**config.mk**
```make
export PLATFORM = sky130hd
export DESIGN_NAME = debouncer_bank
export DESIGN_NICKNAME = d
export VERILOG_FILES = /design/src/rtl/debounce_pkg.sv /design/src/rtl/debounce_channel.sv /design/src/rtl/debouncer_bank.sv
export SDC_FILE = /design/constraint.sdc
export NUM_CORES = 1
export LEC_CHECK = 0
export CAP_MARGIN = 5
export CORE_ASPECT_RATIO = 2
export CORE_MARGIN = 10
export CORE_UTILIZATION = 45
export CTS_BUF_LIST = sky130_fd_sc_hd__clkbuf_8
export DETAILED_ROUTE_END_ITERATION = 10
export GPL_TIMING_DRIVEN = 0
export PLACE_DENSITY = 0.67
export SKIP_CTS_REPAIR_TIMING = 1
export SLEW_MARGIN = 20
export SYNTH_ARGS = -nofsm -noshare
export SYNTH_HDL_FRONTEND = slang
export SYNTH_SLANG_ARGS = --single-unit
export TNS_END_PERCENT = 50
```
**constraint.sdc**
```tcl
create_clock -name clk -period 3.5 [get_ports clk]
set_input_delay 0.35 -clock clk [delete_from_list [all_inputs] [get_ports clk]]
set_output_delay 0.35 -clock clk [all_outputs]
set_load 0.02 [all_outputs]
```
**src/rtl/debounce_pkg.sv**
```systemverilog
// -----------------------------------------------------------------------------
// debounce_pkg
//   Shared definitions for the push-button conditioner.
//   - btn_state_e : per-channel press / auto-repeat state.
//   - cnt_width() : counter width for a terminal count; never narrower than 1.
//   - max_u()     : larger of two unsigned values, for sizing shared counters.
// -----------------------------------------------------------------------------
package debounce_pkg;

    typedef enum logic [1:0] {
        ST_IDLE = 2'd0,  // debounced level low
        ST_HELD = 2'd1,  // level high, no auto-repeat
        ST_WAIT = 2'd2,  // level high, counting towards the first repeat
        ST_RPT  = 2'd3   // level high, emitting periodic repeats
    } btn_state_e;

    // Width of a counter that has to reach n-1. A width of 0 is not legal,
    // so tiny counts still get a single bit.
    function automatic int cnt_width(input int unsigned n);
        return (n <= 2) ? 1 : $clog2(n);
    endfunction

    function automatic int unsigned max_u(input int unsigned a, input int unsigned b);
        return (a > b) ? a : b;
    endfunction

endpackage : debounce_pkg

```
**src/rtl/debounce_channel.sv**
```systemverilog
// -----------------------------------------------------------------------------
// debounce_channel
//   One push-button channel: 2-FF synchroniser, counter-based debounce,
//   one-cycle press/release pulses and optional auto-repeat.
//
// Ports
//   clk         in  system clock, all logic on the rising edge
//   rst_n       in  synchronous reset, active HIGH despite the name
//   btn_in      in  raw asynchronous button, 1 = pressed
//   rpt_en      in  auto-repeat enable, synchronous to clk
//   btn_level   out debounced button level (flop)
//   btn_press   out 1-cycle pulse on debounced rise or repeat tick (flop)
//   btn_release out 1-cycle pulse on debounced fall (flop)
// -----------------------------------------------------------------------------
module debounce_channel
    import debounce_pkg::*;
#(
    parameter int unsigned DB_CYCLES  = 1_000_000,
    parameter int unsigned RPT_DELAY  = 50_000_000,
    parameter int unsigned RPT_PERIOD = 10_000_000
) (
    input  logic clk,
    input  logic rst_n,
    input  logic btn_in,
    input  logic rpt_en,
    output logic btn_level,
    output logic btn_press,
    output logic btn_release
);

    localparam int DB_W  = cnt_width(DB_CYCLES);
    localparam int RPT_W = cnt_width(max_u(RPT_DELAY, RPT_PERIOD));

    localparam logic [DB_W-1:0]  DB_LAST     = DB_W'(DB_CYCLES - 1);
    localparam logic [RPT_W-1:0] DELAY_LAST  = RPT_W'(RPT_DELAY - 1);
    localparam logic [RPT_W-1:0] PERIOD_LAST = RPT_W'(RPT_PERIOD - 1);

    // ------------------------------------------------------------------
    // Synchroniser and debounce
    // ------------------------------------------------------------------
    logic            sync1_q, sync2_q;
    logic [DB_W-1:0] db_cnt_q, db_cnt_d;
    logic            level_q, level_d;
    logic            rise, fall;

    // The counter only advances while the synchronised input disagrees with
    // the current level; any agreement restarts qualification from zero.
    always_comb begin
        // NOTE: every output of this block gets a default first, so no path
        // leaves a signal unassigned and no latch can be inferred.
        db_cnt_d = db_cnt_q;
        level_d  = level_q;
        rise     = 1'b0;
        fall     = 1'b0;
        if (sync2_q == level_q) begin
            db_cnt_d = '0;
        end else if (db_cnt_q == DB_LAST) begin
            level_d  = sync2_q;
            db_cnt_d = '0;
            rise     = sync2_q;
            fall     = ~sync2_q;
        end else begin
            db_cnt_d = db_cnt_q + 1'b1;
        end
    end

    always_ff @(posedge clk) begin
        // NOTE: rst_n is active high here and sampled only on the clock edge;
        // there is no asynchronous reset path in this block.
        if (rst_n) begin
            sync1_q  <= 1'b0;
            sync2_q  <= 1'b0;
            db_cnt_q <= '0;
            level_q  <= 1'b0;
        end else begin
            // NOTE: non-blocking assignments make sync2_q take the old
            // sync1_q, giving a true two-stage synchroniser.
            sync1_q  <= btn_in;
            sync2_q  <= sync1_q;
            db_cnt_q <= db_cnt_d;
            level_q  <= level_d;
        end
    end

    // ------------------------------------------------------------------
    // Press / release / auto-repeat FSM
    // rise/fall fire in the same cycle that level_q updates, so the pulses
    // line up with the level change.
    // ------------------------------------------------------------------
    btn_state_e       state_q;
    logic [RPT_W-1:0] rpt_cnt_q;
    logic             press_q;
    logic             release_q;

    always_ff @(posedge clk) begin
        if (rst_n) begin
            state_q   <= ST_IDLE;
            rpt_cnt_q <= '0;
            press_q   <= 1'b0;
            release_q <= 1'b0;
        end else begin
            // Pulses are single-cycle: cleared unless re-asserted below.
            press_q   <= 1'b0;
            release_q <= 1'b0;
            unique case (state_q)
                ST_IDLE: begin
                    if (rise) begin
                        press_q   <= 1'b1;
                        rpt_cnt_q <= '0;
                        state_q   <= rpt_en ? ST_WAIT : ST_HELD;
                    end
                end
                ST_HELD: begin
                    // rpt_en is ignored here until the next press.
                    if (fall) begin
                        release_q <= 1'b1;
                        state_q   <= ST_IDLE;
                    end
                end
                ST_WAIT: begin
                    // A fall beats timer expiry; dropping rpt_en beats it too.
                    if (fall) begin
                        release_q <= 1'b1;
                        rpt_cnt_q <= '0;
                        state_q   <= ST_IDLE;
                    end else if (!rpt_en) begin
                        rpt_cnt_q <= '0;
                        state_q   <= ST_HELD;
                    end else if (rpt_cnt_q == DELAY_LAST) begin
                        press_q   <= 1'b1;
                        rpt_cnt_q <= '0;
                        state_q   <= ST_RPT;
                    end else begin
                        rpt_cnt_q <= rpt_cnt_q + 1'b1;
                    end
                end
                ST_RPT: begin
                    if (fall) begin
                        release_q <= 1'b1;
                        rpt_cnt_q <= '0;
                        state_q   <= ST_IDLE;
                    end else if (!rpt_en) begin
                        rpt_cnt_q <= '0;
                        state_q   <= ST_HELD;
                    end else if (rpt_cnt_q == PERIOD_LAST) begin
                        press_q   <= 1'b1;
                        rpt_cnt_q <= '0;
                    end else begin
                        rpt_cnt_q <= rpt_cnt_q + 1'b1;
                    end
                end
                default: begin
                    rpt_cnt_q <= '0;
                    state_q   <= ST_IDLE;
                end
            endcase
        end
    end

    assign btn_level   = level_q;
    assign btn_press   = press_q;
    assign btn_release = release_q;

endmodule : debounce_channel

```
**src/rtl/debouncer_bank.sv**
```systemverilog
// -----------------------------------------------------------------------------
// debouncer_bank
//   N_CH independent push-button conditioners, one debounce_channel each.
//   Channels share only clock and reset, so simultaneous events on different
//   channels all pulse in the same cycle.
//
// Ports
//   clk         in  system clock, rising edge
//   rst_n       in  synchronous reset, active HIGH (name kept for the design)
//   btn_in      in  [N_CH] raw asynchronous buttons, 1 = pressed
//   rpt_en      in  [N_CH] per-channel auto-repeat enable
//   btn_level   out [N_CH] debounced levels
//   btn_press   out [N_CH] 1-cycle press / repeat pulses
//   btn_release out [N_CH] 1-cycle release pulses
// -----------------------------------------------------------------------------
module debouncer_bank #(
    parameter int unsigned N_CH       = 2,
    parameter int unsigned DB_CYCLES  = 1_000_000,
    parameter int unsigned RPT_DELAY  = 50_000_000,
    parameter int unsigned RPT_PERIOD = 10_000_000
) (
    input  logic            clk,
    input  logic            rst_n,
    input  logic [N_CH-1:0] btn_in,
    input  logic [N_CH-1:0] rpt_en,
    output logic [N_CH-1:0] btn_level,
    output logic [N_CH-1:0] btn_press,
    output logic [N_CH-1:0] btn_release
);

    for (genvar g = 0; g < N_CH; g++) begin : g_ch
        debounce_channel #(
            .DB_CYCLES  (DB_CYCLES),
            .RPT_DELAY  (RPT_DELAY),
            .RPT_PERIOD (RPT_PERIOD)
        ) u_channel (
            .clk         (clk),
            .rst_n       (rst_n),
            .btn_in      (btn_in[g]),
            .rpt_en      (rpt_en[g]),
            .btn_level   (btn_level[g]),
            .btn_press   (btn_press[g]),
            .btn_release (btn_release[g])
        );
    end

endmodule : debouncer_bank
```
==> impl_metrics.py, run 1 <==
metrics = {
    "detailed_routing": {
        "vias": 5071,
        "wl_mm": 14.39,
        "drt-initial-drc-count": 290,
        "antenna_left": 0,
        "routedWlPerCell_um": 17.40,
        "drt_pass1_iterations": 5,
        "vias_per_cell": 6.132,
        "drc": 0,
    },
    "job": {
        "drv_cap": 0,
    },
    "sta": {
        "fin_crit_sh": 0.7543,
        "finalCriticalPeriod_ns": 2.640,
        "clock.fmax_mhz": 378.8,
        "worst_pin_slew_ns": 0.8871,
        "final_hold_viol_count": 0,
        "drv_slew": 0,
        "fin_hold_ws_ns": 0.4480,
        "setup_viol": 0,
        "tns_ns": 0,
        "rsz0062_at_grt": "no",
        "slew_headroom": 0.4003,
        "worst_slack_ns": 0.8600,
        "skew_ns": 0.01852,
    },
    "die": {
        "dieArea_sq_um": 17570,
        "core-area_sq_um": 12200,
        "rows": 57,
        "io_pins": 12,
        "die_h_um": 177.7,
        "fp.dieW_um": 98.87,
        "start_util": 0.4590,
    },
    "layout": {
        "syn_to_final_growth_pct": 8.561,
        "diodes": 0,
        "layout-drive-gt1-share": 0.06765,
        "nets": 686,
    },
    "cts": {
        "root_buffer": "clkbuf_8",
        "h-tree-depth": 3,
        "clock_latency_ns": 0.39,
        "clkSinkCount": 106,
        "clkTransAtPathRegs_ns": 0.12,
        "numCtsBuffers": 9,
        "cts_tree": "yes",
        "clock_path_buffers": 2,
    },
    "placement": {
        "gp_congestion": 0.9636,
        "portBuffers": 10,
        "post-place-ws_ns": 0.9117,
        "dp_hpwl_mm": 10.82,
    },
    "critical_path": {
        "critPathMaxStageDelay_ns": 0.57,
        "startpoint_type": "flop",
        "path_cells": "nor4b_1 -> nand3_1 -> o21ai_2 -> buf_2 -> buf_2 -> nor4_1 -> o21ba_1",
        "critPathMaxFanout": 10,
        "arrival_ns": 2.93,
        "cp_common_cell": "buf_2",
        "cpLargestDelayFamily": "simple AND/OR/NAND/NOR gates",
        "crit_buf_inv": 2,
        "cp-end-kind": "flop",
        "slowest_stage": "nor4b_1",
        "crit_required_ns": 3.79,
        "path_class": "flop to flop",
    },
    "grt": {
        "grt_max_degree": 19,
        "use_met2": 0.3094,
        "grt_antenna_before_repair": 0,
        "grt_use_met3": 0.02492,
        "grt_pass1_vias": 5043,
        "grt.overflow.total": 0,
        "track_usage": 0.1638,
        "grt_pass1_wl_mm": 24.05,
        "gr-max-usage-layer": "met2",
        "use_met1": 0.1587,
    },
    "power": {
        "p_total_w": 0.002061,
        "cellPowerDensity_nw_per_um2": 339.2,
        "vdd_drop_max_mv": 0.2803,
        "switching_share": 0.2413,
        "power.internal_w": 0.001564,
        "seqPwrFrac": 0.588,
        "leakagePower_nw": 1.896,
        "clkPwrFrac": 0.384,
        "switchingPower_w": 0.0004973,
        "combPwrFrac": 0.028,
    },
    "yosys": {
        "syn_inst": 655,
        "yosysTopAreaCell": "dfxtp_1",
        "yosys-top-cells-area": "dfxtp_1 (38%), xnor2_1 (6.7%), nor2_1 (4.7%), nand2_1 (4.0%), a22o_1 (3.9%)",
        "synth_edf_count": 0,
        "ys_seq_elements": 106,
        "synthDistinctLibCells": 69,
        "synth.net_count": 665,
        "synth_common_cells": "dfxtp_1 (106), nor2_1 (70), nand2_1 (59)",
        "synth_top_area_share": 0.3791,
        "avgSynthCellArea_sq_um": 8.546,
        "yosysMostFrequentCell": "dfxtp_1",
        "synth_top_flop_cell": "dfxtp_1",
        "yosysSeqAreaShare": 0.3791,
        "yosys_warnings": 0,
        "async_reset_ff_frac": 0,
        "synth_area_sq_um": 5598,
    },
    "worst_hold_path": {
        "hold_class": "flop to flop",
    },
    "run_status": {
        "outcome": "finished clean",
    },
}
placed cells by master (no fill, tap or decap), types with 5 or more instances in the layout:
| cell | count |
|---|---|
| a41oi_1 | 5 |
| nand2_1 | 59 |
| clkdlybuf4s50_1 | 10 |
| buf_6 | 5 |
| buf_4 | 6 |
| nand3_1 | 34 |
| nor2b_1 | 7 |
| nor2_1 | 70 |
| xor2_1 | 16 |
| a21oi_1 | 13 |
| clkbuf_8 | 9 |
| and3_1 | 18 |
| or3_1 | 8 |
| or4_1 | 8 |
| a31oi_1 | 6 |
| a22o_1 | 25 |
| dfxtp_1 | 106 |
| nor4_1 | 19 |
| buf_2 | 6 |
| nor4b_1 | 8 |
| nor3_1 | 20 |
| xnor2_1 | 43 |
| inv_1 | 15 |
| clkbuf_1 | 24 |
| and4_1 | 15 |
| and2_1 | 6 |
| nand4_1 | 34 |
power by group through the flow:
stage / Sequential, W / Clock, W / Combinational (W)
final: 0.00121 / 0.000792 / 0.0000575
after global routing: 0.00121 / 0.000850 / 0.0000625
after CTS: 0.00121 / 0.000807 / 0.0000576
after detailed placement: 0.00124 / 0 / 0.0000573
after global placement: 0.00124 / 0 / 0.0000566
after floorplan: 0.00124 / 0 / 0.0000349
worst paths after layout:
check / startpoint / end / slack, ns / depth (start not counted)
worst max-delay path: g_ch[1].u_channel.db_cnt_q[14]$_SDFF_PP0_ / g_ch[1].u_channel.rpt_cnt_q[25]$_SDFFE_PP0P_ / 0.86 / 7
worst min-delay path: g_ch[1].u_channel.sync1_q$_SDFF_PP0_ / g_ch[1].u_channel.sync2_q$_SDFF_PP0_ / 0.45 / 1
worst max register to register: g_ch[1].u_channel.db_cnt_q[14]$_SDFF_PP0_ / g_ch[1].u_channel.rpt_cnt_q[25]$_SDFFE_PP0P_ / 0.86 / 7
worst min register to register: g_ch[1].u_channel.sync1_q$_SDFF_PP0_ / g_ch[1].u_channel.sync2_q$_SDFF_PP0_ / 0.45 / 1
cell type report:
cell class / instances / area [sq um]
tap: 147 / 183.9
sequential: 106 / 2122
inverter: 15 / 56.30
multi-input combinational: 492 / 3194
timing repair buffer: 10 / 100.1
buffer: 42 / 225.2
fill: 1184 / 6118
clock buffer: 9 / 123.9
clock inverter: 6 / 71.32
logic make-up after synthesis:
family          synth area share
buf+inv                  0.05029
flops                     0.3791
simple gates              0.3239
mux                     0.001788
xor+xnor                 0.09231
fa+ha+maj               0.008941
compound gates            0.1437
state kept, by name, summed over array words and instances, names as in the netlist:
register / cells
g_ch.u_channel.sync1_q: 2
g_ch.u_channel.btn_level: 2
g_ch.u_channel.btn_release: 2
g_ch.u_channel.state_q: 4
g_ch.u_channel.db_cnt_q: 40
g_ch.u_channel.btn_press: 2
g_ch.u_channel.sync2_q: 2
g_ch.u_channel.rpt_cnt_q: 52
stage by stage:
step / cells / utilization / area [sq um]
after floorplan: 655 / - / 5598
after global placement: 812 / 0.4823 / 5882
after detailed placement: 812 / 0.4823 / 5882
after CTS: 827 / 0.4983 / 6077
after global routing: 827 / 0.4983 / 6077
final: 827 / 0.4983 / 6077
routing by layer:
layer / part of all wire / vias to the layer above
met4: 0.050 / 0
met3: 0.027 / 51
met2: 0.54 / 123
met1: 0.38 / 2445
met5: 0 / -
li1: - / 2452
Note: power is estimated with default switching activity, not from simulation.
==> run 2, diff against run 1 <==
--- a/config.mk
+++ b/config.mk
@@ -12,7 +12,7 @@
 export CTS_BUF_LIST = sky130_fd_sc_hd__clkbuf_8
 export DETAILED_ROUTE_END_ITERATION = 10
 export GPL_TIMING_DRIVEN = 0
-export PLACE_DENSITY = 0.67
+export PLACE_DENSITY = 0.69
 export SKIP_CTS_REPAIR_TIMING = 1
 export SLEW_MARGIN = 20
 export SYNTH_ARGS = -nofsm -noshare
==> constraint.sdc (replaced) <==
create_clock -name clk -period 2.4 [get_ports clk]
set_input_delay 0.24 -clock clk [delete_from_list [all_inputs] [get_ports clk]]
set_output_delay 0.24 -clock clk [all_outputs]
set_load 0.02 [all_outputs]
==> impl_metrics.py, run 2 (synthesis gave the netlist of run 1 again) <==
metrics = {
    "cts": {
        "clkTransAtPathRegs_ns": 0.11,
        "clock_latency_ns": 0.39,
        "clock_path_buffers": 2,
        "numCtsBuffers": 9,
        "clkSinkCount": 106,
        "cts_tree": "yes",
        "root_buffer": "clkbuf_8",
        "h-tree-depth": 3,
    },
    "run_status": {
        "outcome": "finished clean",
    },
    "power": {
        "clkPwrFrac": 0.383,
        "cellPowerDensity_nw_per_um2": 482.5,
        "p_total_w": 0.003002,
        "switchingPower_w": 0.0007206,
        "seqPwrFrac": 0.589,
        "combPwrFrac": 0.028,
        "switching_share": 0.2400,
        "vdd_drop_max_mv": 0.3401,
        "leakagePower_nw": 1.940,
        "power.internal_w": 0.002282,
    },
    "sta": {
        "worst_slack_ns": 0.03522,
        "clock.fmax_mhz": 422.9,
        "finalCriticalPeriod_ns": 2.365,
        "fin_hold_ws_ns": 0.3960,
        "slew_headroom": 0.3499,
        "setup_viol": 0,
        "rsz0062_at_grt": "yes",
        "worst_pin_slew_ns": 0.9693,
        "skew_ns": 0.01821,
        "tns_ns": 0,
        "fin_crit_sh": 0.9853,
        "drv_slew": 0,
        "final_hold_viol_count": 0,
    },
    "detailed_routing": {
        "vias_per_cell": 6.187,
        "drc": 0,
        "routedWlPerCell_um": 18.08,
        "wl_mm": 15.01,
        "antenna_left": 0,
        "drt_pass1_iterations": 5,
        "vias": 5135,
        "drt-initial-drc-count": 326,
    },
    "layout": {
        "mostFrequentLayoutCell": "dfxtp_1",
        "mostFrequentLayoutCells": "dfxtp_1 (105), nor2_1 (70), nand2_1 (58), xnor2_1 (43), nand4_1 (34)",
        "stdcell_area_sq_um": 6222,
        "multiInputGateArea_sq_um": 3298,
        "diodes": 0,
        "largest-register": "g_ch.u_channel.rpt_cnt_q",
        "layout.area.seq_sq_um": 2123,
        "syn_to_final_growth_pct": 11.15,
        "nets": 688,
        "layout-drive-gt1-share": 0.09370,
        "fillers": 1138,
        "largest_reg_flops": 52,
        "reg.largest.list": "g_ch.u_channel.rpt_cnt_q: 52 flops, g_ch.u_channel.db_cnt_q: 40 flops, g_ch.u_channel.state_q: 4 flops",
    },
    "die": {
        "die_h_um": 177.7,
        "fp.dieW_um": 98.87,
        "core-area_sq_um": 12200,
        "dieArea_sq_um": 17570,
        "io_pins": 12,
        "start_util": 0.4590,
        "rows": 57,
    },
    "critical_path": {
        "cp-end-kind": "flop",
        "rrSetupSlack_ns": 0.04,
        "arrival_ns": 2.64,
        "r2r_start": "g_ch[1].u_channel.rpt_cnt_q[9]$_SDFFE_PP0P_",
        "critPathMaxFanout": 10,
        "path_class": "flop to flop",
        "startpoint_type": "flop",
        "worstRegToRegCells": 7,
        "crit_required_ns": 2.68,
        "r2r-end": "g_ch[1].u_channel.rpt_cnt_q[9]$_SDFFE_PP0P_",
    },
    "grt": {
        "grt_pass1_vias": 5287,
        "grt_pass1_wl_mm": 24.49,
        "grt_max_degree": 19,
        "grt.overflow.total": 0,
        "track_usage": 0.1679,
        "grt_antenna_before_repair": 0,
    },
    "worst_hold_path": {
        "min_path_cells": 2,
        "hold_path.startpoint": "btn_in[1]",
        "hold_end": "g_ch[1].u_channel.sync1_q$_SDFF_PP0_",
        "hold_class": "input port to flop",
    },
    "placement": {
        "gp_congestion": 0.9285,
        "portBuffers": 10,
        "post-place-ws_ns": -0.2880,
        "placed_area_sq_um": 5882,
        "dp_hpwl_mm": 11.19,
    },
    "job": {
        "drv_cap": 0,
    },
}
[run 2: per-stage QoR]
stage / cells / util
after floorplan: 655 / -
after CTS: 828 / 0.4989
final: 830 / 0.5102
after global routing: 830 / 0.5102
after detailed placement: 812 / 0.4823
after global placement: 812 / 0.4823
[run 2: worst max-delay path by stage]
| stage | from | end | cells past startpoint |
|---|---|---|---|
| floorplan | g_ch[0].u_channel.db_cnt_q[0]$_SDFF_PP0_ | g_ch[0].u_channel.rpt_cnt_q[3]$_SDFFE_PP0P_ | 8 |
| global placement | g_ch[1].u_channel.db_cnt_q[14]$_SDFF_PP0_ | g_ch[1].u_channel.rpt_cnt_q[25]$_SDFFE_PP0P_ | 7 |
| detailed placement | g_ch[1].u_channel.db_cnt_q[14]$_SDFF_PP0_ | g_ch[1].u_channel.rpt_cnt_q[25]$_SDFFE_PP0P_ | 7 |
| CTS | g_ch[1].u_channel.db_cnt_q[14]$_SDFF_PP0_ | g_ch[1].u_channel.rpt_cnt_q[25]$_SDFFE_PP0P_ | 7 |
| global route | g_ch[0].u_channel.rpt_cnt_q[0]$_SDFFE_PP0P_ | g_ch[0].u_channel.rpt_cnt_q[14]$_SDFFE_PP0P_ | 8 |
| finish | g_ch[1].u_channel.rpt_cnt_q[9]$_SDFFE_PP0P_ | g_ch[1].u_channel.rpt_cnt_q[9]$_SDFFE_PP0P_ | 7 |
[run 2: routing by layer]
| layer | track usage | up-vias | part of all wire |
|---|---|---|---|
| met1 | 0.1492 | 2429 | 0.36 |
| met5 | 0 | - | 0 |
| li1 | - | 2470 | - |
| met4 | 0.1188 | 0 | 0.057 |
| met3 | 0.02882 | 76 | 0.037 |
| met2 | 0.3252 | 160 | 0.54 |
[run 2: final cells by class]
class	instances	share of cell area
Buffer	39	0.03539
Clock inverter	7	0.01267
Sequential cell	106	0.3412
Clock buffer	9	0.01991
Timing Repair Buffer	15	0.02212
Tap cell	147	0.02956
Inverter	15	0.009049
Multi-Input combinational cell	492	0.5301
[run 2: power by group through the flow]
stage                     Clock (W)  Sequential, W  Combinational (W)
after floorplan                   0        0.00181          0.0000508
after global placement            0        0.00181          0.0000814
after detailed placement          0        0.00181          0.0000834
after CTS                   0.00117        0.00177          0.0000836
after global routing        0.00124        0.00177          0.0000915
final                       0.00115        0.00177          0.0000844
[run 2: critical path: stages (launching register included)]
cell,delay (ns)
dfxtp_1,0.40
or4bb_4,0.60
nor4_4,0.33
o2111a_2,0.32
buf_6,0.16
buf_6,0.17
nor4_1,0.06
o22a_1,0.21
==> run 3, diff against run 2 <==
--- a/config.mk
+++ b/config.mk
@@ -5,7 +5,6 @@
 export SDC_FILE = /design/constraint.sdc
 export NUM_CORES = 1
 export LEC_CHECK = 0
-export CAP_MARGIN = 5
 export CORE_ASPECT_RATIO = 2
 export CORE_MARGIN = 10
 export CORE_UTILIZATION = 45
==> results of run 3 <==
Final layout, timing and power as in run 2 (identical DEF).
